## config.mk

```make
export PLATFORM = sky130hd
export DESIGN_NAME = ask_demod_rx
export DESIGN_NICKNAME = d
export VERILOG_FILES = /design/src/rtl/ask_demod_rx.sv
export SDC_FILE = /design/constraint.sdc
export NUM_CORES = 1
export LEC_CHECK = 0
export CAP_MARGIN = 40
export CORE_MARGIN = 8
export CORE_UTILIZATION = 54
export CTS_BUF_LIST = sky130_fd_sc_hd__clkbuf_8
export CTS_CLUSTER_DIAMETER = 120
export DETAILED_ROUTE_END_ITERATION = 10
export PLACE_DENSITY = 0.75
export SKIP_LAST_GASP = 1
export SYNTH_ARGS = -nofsm -noshare
export SYNTH_HDL_FRONTEND = slang
export SYNTH_SLANG_ARGS = --single-unit
```

## constraint.sdc

```tcl
create_clock -name clk -period 1.85 [get_ports clk]
set_input_delay 0.2775 -clock clk [delete_from_list [all_inputs] [get_ports clk]]
set_output_delay 0.2775 -clock clk [all_outputs]
set_load 0.1 [all_outputs]
```

## src/rtl/ask_demod_rx.sv

```systemverilog
// On-off-keyed ASK receiver: rectify, integrate-and-dump per bit,
// UART-style framing (start=carrier, 8 data MSB first, stop=no carrier).
module ask_demod_rx #(
    parameter int ADC_W  = 8,
    parameter int SPB    = 64,
    parameter int AMP_TH = 32
) (
    input  logic             clk,
    input  logic             rst_n,
    input  logic [ADC_W-1:0] adc_data,
    input  logic             adc_valid,
    output logic [7:0]       data_out,
    output logic             data_valid,
    output logic             frame_err,
    output logic             busy,
    output logic             carrier_det
);

    localparam int MW  = ADC_W - 1;
    localparam int CW  = $clog2(SPB);
    localparam int AW  = MW + CW;
    localparam int ETH = (AMP_TH * SPB) >> 1;

    localparam logic [MW-1:0] TH_M  = MW'(AMP_TH);
    localparam logic [AW-1:0] ETH_A = AW'(ETH);
    localparam logic [CW-1:0] LAST  = CW'(SPB - 1);

    typedef enum logic [1:0] {IDLE, START, DATA, STOP} state_t;

    state_t           state;
    logic [ADC_W-1:0] s;
    logic [ADC_W-1:0] abs_full;
    logic [MW-1:0]    mag_n;
    logic [MW-1:0]    mag;
    logic             mag_v;
    logic [AW-1:0]    acc;
    logic [AW-1:0]    acc_sum;
    logic [CW-1:0]    cnt;
    logic [2:0]       bitidx;
    logic [7:0]       sreg;
    logic             bit_d;
    logic             last;

    assign s = {~adc_data[ADC_W-1], adc_data[ADC_W-2:0]};

    // full-scale negative has no positive twin; clamp to max magnitude
    always_comb begin
        abs_full = s[ADC_W-1] ? (~s + ADC_W'(1)) : s;
        mag_n    = abs_full[ADC_W-1] ? {MW{1'b1}} : abs_full[MW-1:0];
    end

    assign acc_sum = acc + AW'(mag);
    assign bit_d   = (acc_sum >= ETH_A);
    assign last    = (cnt == LAST);
    assign busy    = (state != IDLE);

    always_ff @(posedge clk or negedge rst_n) begin
        if (!rst_n) begin
            mag         <= '0;
            mag_v       <= 1'b0;
            carrier_det <= 1'b0;
        end else begin
            mag_v <= adc_valid;
            if (adc_valid) mag <= mag_n;
            if (mag_v) carrier_det <= (mag >= TH_M);
        end
    end

    always_ff @(posedge clk or negedge rst_n) begin
        if (!rst_n) begin
            state      <= IDLE;
            acc        <= '0;
            cnt        <= '0;
            bitidx     <= '0;
            sreg       <= '0;
            data_out   <= '0;
            data_valid <= 1'b0;
            frame_err  <= 1'b0;
        end else begin
            data_valid <= 1'b0;
            frame_err  <= 1'b0;
            if (mag_v) begin
                unique case (state)
                    IDLE: begin
                        if (mag >= TH_M) begin
                            acc    <= AW'(mag);
                            cnt    <= CW'(1);
                            bitidx <= '0;
                            state  <= START;
                        end
                    end
                    START: begin
                        if (last) begin
                            acc   <= '0;
                            cnt   <= '0;
                            state <= bit_d ? DATA : IDLE;
                        end else begin
                            acc <= acc_sum;
                            cnt <= cnt + CW'(1);
                        end
                    end
                    DATA: begin
                        if (last) begin
                            acc    <= '0;
                            cnt    <= '0;
                            sreg   <= {sreg[6:0], bit_d};
                            bitidx <= bitidx + 3'd1;
                            if (bitidx == 3'd7) state <= STOP;
                        end else begin
                            acc <= acc_sum;
                            cnt <= cnt + CW'(1);
                        end
                    end
                    STOP: begin
                        if (last) begin
                            acc      <= '0;
                            cnt      <= '0;
                            data_out <= sreg;
                            if (bit_d) frame_err  <= 1'b1;
                            else       data_valid <= 1'b1;
                            state    <= IDLE;
                        end else begin
                            acc <= acc_sum;
                            cnt <= cnt + CW'(1);
                        end
                    end
                    default: state <= IDLE;
                endcase
            end
        end
    end

endmodule

```

After elaboration in Yosys (flattened, before gate mapping)

Index checks and enable logic that the tools add are counted.

Bitwise operators: 2
Magnitude comparators: 2
Add/subtract/negate cells: 4
Multiplexer cells: 26
Eq/ne operators: 10
Reductions and logical operators: 9

Operator list:

| operator                                                                 | number |
|---|---|
| 13-bit two-way mux                                                       | 2 |
| 13-bit one-hot mux with 2 select lines                                   | 1 |
| 13-bit by 7-bit adder with 13-bit output                                 | 1 |
| 13-bit by 11-bit >= comparator with 1-bit output (second input constant) | 1 |
| 2-bit two-way mux                                                        | 6 |
| 6-bit two-way mux                                                        | 2 |
| 6-bit one-hot mux with 2 select lines                                    | 1 |
| 2-bit inequality test (second input constant)                            | 5 |
| 8-bit by 1-bit adder with 8-bit output (second input constant)           | 1 |
| 1-bit two-way mux                                                        | 8 |
| 8-bit two-way mux                                                        | 1 |
| 8-bit NOT                                                                | 1 |
| 2-bit one-hot mux with 4 select lines                                    | 1 |
| 7-bit by 6-bit >= comparator with 1-bit output (second input constant)   | 1 |
| 7-bit two-way mux                                                        | 1 |
| 6-bit by 1-bit adder with 6-bit output (second input constant)           | 1 |
| 6-bit equality test (second input constant)                              | 1 |
| 3-bit two-way mux                                                        | 2 |
| 3-bit one-hot mux with 2 select lines                                    | 1 |
| 3-bit AND reduction                                                      | 2 |
| 6-bit AND reduction                                                      | 1 |
| 2-bit equality test (second input constant)                              | 2 |
| 4-bit AND reduction                                                      | 1 |
| 2-bit nonzero test                                                       | 2 |
| 7 further kinds                                                          | 7 |

Word-level logic and storage cells: 64
Flip-flop bits (word level): 51
Bits of input ports: 11
Output and inout bits: 12

Logic depth before layout (Yosys ltp)

Depth in word-level cells: 6
Depth in mapped cells: 8
Mapped depth without buffers: 7

Worst setup path before layout

OpenSTA, ideal clock, no wires.

Path kind: register to register
Start point: register state[0]
End point: register acc[8]
Cell stages (with the launch flop): 8
Library setup time: 83 ps
Data arrival time: 2094 ps
Path slack: -326 ps
Clock period less this slack: 2176 ps
Buffers on the path: 1
Data required time: 1767 ps
Cell sequence: dfrtp_1 -> buf_2 -> nor2_4 -> inv_1 -> o21ai_0 -> nor2_1 -> o21ai_0 -> o21ai_0

Word-level cells in the longest chain between the ends: 3
Elaborated cells between the ends (all ways): 8
Those cells by class: eq/ne (4); mux (1); reduce/logical (3)

RTL lines:

| element                                                                              | line | RTL |
|---|---|---|
| start, declared                                                                      | 30   | `state_t state;` |
| start signal, assigned                                                               | 96   | `state <= bit_d ? DATA : IDLE;` |
| 2-bit equality test (tied with other cells)                                          | 83   | `unique case (state)` |
| 3-bit OR reduction (no line) / 2-bit inequality test (equally long branches)         | -    |  |
| 13-bit one-hot mux with 2 select lines / 2-bit AND reduction (equally long branches) | -    |  |
| end signal, assigned                                                                 | 86   | `acc <= AW'(mag);` |
| end signal, assigned                                                                 | 98   | `acc <= acc_sum;` |
| end signal, assigned                                                                 | 110  | `acc <= acc_sum;` |
| end, declared                                                                        | 36   | `logic [AW-1:0] acc;` |

Parallel ways exist; a longest one is shown, timed or not.
A chain may end at the register's enable or synchronous reset.

Final worst setup path

Start point: register mag[4]
End point: register data_valid

Word-level cells in the longest chain between the ends: 6

RTL lines:

| element                                          | line | RTL |
|---|---|---|
| start, declared                                  | 34   | `logic [MW-1:0] mag;` |
| start signal, assigned                           | 64   | `if (adc_valid) mag <= mag_n;` |
| 13-bit by 7-bit adder with 13-bit output         | 52   | `assign acc_sum = acc + AW'(mag);` |
| 13-bit by 11-bit >= comparator with 1-bit output | 53   | `assign bit_d = (acc_sum >= ETH_A);` |
| 1-bit two-way mux                                | 119  | `if (bit_d) frame_err <= 1'b1;` |
| 1-bit two-way mux                                | 115  | `if (last) begin` |
| 1-bit two-way mux                                | 83   |  |
| 1-bit two-way mux                                | 82   | `if (mag_v) begin` |
| end signal, assigned                             | 77   | `data_valid <= 1'b0;` |
| end signal, assigned                             | 80   | `data_valid <= 1'b0;` |
| end signal, assigned                             | 120  | `else data_valid <= 1'b1;` |
| end, declared                                    | 13   | `output logic data_valid,` |

No other way between the ends.

==> reports/qor.txt <==
Result of the run: complete, but fails checks
Violations in the final reports: negative setup slack
# Max-Cap Violations: 0
Avg Cell Area, Syn: 10.1 um^2
Worst Reg-to-Reg Cells: 6
Vias in the first global route: 2451
Share of synthesized area spent on multiplexers: 6.88%
Initial antenna violation count: 0
Area share of the largest cell type after synthesis: 46.5%
Setup repair after global routing missed its margin: true
Number of DRC violations after detailed routing: 0
Post-Synthesis Cell Area: 2750 um^2
Post-synth top flop: dfrtp_1
Worst IR Drop VDD: 0.000675 V
Antenna viol nets, final: 0
Period utilization: 104%
Element type at the critical path end: flip-flop
Max-slew headroom at the worst pin: 49.7%
Share of synthesized registers carrying an async set or reset: 100%
Violation count after the first detailed-routing iteration: 160
Xor and xnor area share after synthesis: 2.87%
Crit-path max cell delay: 0.43 ns
CP arrival: 2.13 ns
Deepest clock path buffer count: 2
Number of primary I/O pins: 23
Final setup vio count: 6
Buffers on Ports: 22
DR vias: 2404
Maximum operating frequency: 519 MHz
#FFs+latches synth: 51
Number of buffers inserted by hold repair at cts: 0
GRT overflow: 0
Total Power: 0.00405 W
Path type of the worst min-delay path: input pin to asynchronous set/reset pin
Post-CTS clock slew at the launch and capture registers of the worst setup and hold paths: 0.10 ns
Compound-Gate Fraction of Synth Area: 19.7%
Min cycle time layout: 1.93 ns
Number of hold-slack violations in the final timing report: 0
Highest net fanout along the worst path: 5
# placed instances: 397
Fraction of the mapped netlist area in adder cells: 5.74%
Placer's final routability congestion estimate: 0.875
Leakage Power: 1.63 nW
Area contributors post-synth: dfrtp_1 46%, mux2_2 6.2%, ha_1 5.0%
Clock net sink count: 51
Number of enable flip-flop cells after synthesis: 0
Worst endpoint required time: 2.05 ns
Setup slack after layout: -0.0767 ns
Number of detailed-routing iterations run before antenna repair: 4
Share of synthesized cell area in and, or, nand and nor gates: 15.4%
Total clock buffers created by CTS: 5
Leading area contributor after synthesis: dfrtp_1
Detailed placement HPWL: 4780 um
Largest family of logic cells by synthesized area: compound AO/OA/AOI/OAI gates
Source-to-sink clock delay at the later pin of the worst-skew pair: 0.31 ns
Count of pins over their slew limit: 0
Die height: 87.3 um
Setup CP Type: flip-flop to flip-flop
Most common library cell in the layout ignoring fill and taps: buf_4
Sequential element share of the synthesized area: 46.5%
Diode count: 0
Final-layout fill cell count: 393
Clock H-tree levels: 2
Share of post-route cells with drive strength above 1: 33.6%
Detailed-route vias per instance: 5.83
Avg WL per Cell: 16.8 um
Commonest non-fill, non-tap cells in the layout: 58 x buf_4, 48 x dfrtp_1, 20 x nor2_1, 20 x o21ai_0, 18 x nand2_1
Slew at the pin closest to its max-slew limit: 0.755 ns
Total routed wirelength: 6920 um
Critical path launch point type: flip-flop
Pin count of the biggest net entering global routing: 32
Core Rows: 26
Count of warnings emitted by yosys: 0
Die width: 87.3 um
GRT Util Overall: 19.7%
Clock tree from TritonCTS: built
Pwr Density: 1110 nW/um^2
Initial Util: 54.8%
Mapped Cells: 273
Worst-path cell chain: ha_4 -> nand4_1 -> a211o_1 -> a21o_1 -> and4b_4 -> and3b_1
Net count after synthesis: 296
Final worst clock skew: 0.0109 ns
Final layout net count: 365
Count of non-filler cells in the finished layout: 412
Total Die Area: 7620 um^2
Buffer cell driving the clock tree root: clkbuf_8
Area growth, synth to finish: 32.6%
Final TNS setup: -0.180 ns
Cell type of the slowest stage on the worst timing path: dfrtp_1
First-pass GRT wire length: 11700 um
Placeable Area: 5010 um^2
Worst hold slack across all endpoints: 0.0280 ns
Distinct cell type count after synthesis: 49
## path summary, 6_finish.rpt
check | start | end | slack (ns)
max reg2reg | mag[4] | data_valid | -0.08
min reg2reg | bitidx[0] | bitidx[0] | 0.48
max | mag[4] | data_valid | -0.08
max in group asynchronous | rst_n | asynchronous set/reset pin | 1.19
min in group clk | bitidx[0] | bitidx[0] | 0.48
min | rst_n | acc[11] | 0.03
## cells by family (layout without fill, tap and decap cells)
family                   count (synthesis)  in the layout
AO/OA/AOI/OAI                           85             85
XOR/XNOR                                 9              9
adder cells (fa/ha/maj)                 12             12
buffers and inverters                   18             87
flip-flops                              51             51
multiplexers                            17             17
AND/OR/NAND/NOR                         81             81
## power by group
part	leakage [nW]	internal, W	switching, W
Combinational	0.936	0.000932	0.000938
Clock	0.0477	0.000302	0.000377
Sequential	0.644	0.00129	0.000204
## critical path, delay by kind of cell (launching register included)
| family | cells | cell delay (ns) |
|---|---|---|
| AND/OR/NAND/NOR | 3 | 0.53 |
| adder cells (fa/ha/maj) | 1 | 0.31 |
| flip-flops | 1 | 0.43 |
| AO/OA/AOI/OAI | 2 | 0.53 |
## flip-flops by register name (all words and copies together) (netlist names), 3 cells and up, named ones only
name and flops:
cnt 6, data_out 8, acc 13, sreg 8, mag 7, bitidx 3
## metrics by stage
step | util, % | worst slack [ns] | cell area [um^2]
finish | 72.7 | -0.0767 | 3640
floorplan | - | -0.234 | 2800
global placement | 66.7 | -0.0863 | 3340
CTS | 70.9 | -0.0324 | 3550
detailed placement | 66.7 | -0.149 | 3340
global route | 72.7 | -0.127 | 3640
## area by class of cell
| type | count | area (um^2) | area share (%) |
|---|---|---|---|
| Inverter | 10 | 41.3 | 1.13 |
| Clock buffer | 6 | 82.6 | 2.27 |
| Timing Repair Buffer | 70 | 571 | 15.7 |
| Clock inverter | 1 | 8.76 | 0.241 |
| Sequential cell | 51 | 1280 | 35.2 |
| Multi-Input combinational cell | 204 | 1570 | 43.1 |
| Tap cell | 70 | 87.6 | 2.41 |
## cells in the mapped netlist (all sizes together), types with 2 or more instances
| library cell | count |
|---|---|
| xor2 | 3 |
| o211ai | 4 |
| ha | 11 |
| o21a | 3 |
| a21oi | 20 |
| nor2 | 23 |
| or4 | 2 |
| a22oi | 5 |
| buf | 6 |
| a21boi | 2 |
| xnor2 | 6 |
| dfrtp | 51 |
| a31oi | 4 |
| nand4 | 6 |
| a211oi | 5 |
| o21bai | 2 |
| nor2b | 3 |
| o31ai | 3 |
| or3 | 2 |
| mux2 | 15 |
| mux2i | 2 |
| o21ai | 27 |
| nand2 | 18 |
| inv | 10 |
| a21o | 3 |
| clkbuf | 2 |
| o2bb2ai | 2 |
| and3 | 2 |
| nand3 | 12 |
| nor3 | 7 |
| or2 | 2 |
## routing by layer
metal	global-route usage, %	share of wire (%)	routed length, um	vias up
met3	2.64	3.8	264	8
li1	-	-	-	1144
met2	34.6	52	3590	58
met1	23.8	43	2950	1194
met5	0	0	0	-
met4	7.34	1.8	125	0
## timing repair
action / 4_1_cts / 5_1_grt
resized for setup: 14 / 11
setup buffers: 3 / 5
endpoints found under the setup margin: 11 / 17
pin swaps: 10 / 11
(Power assumes the default switching activity.)
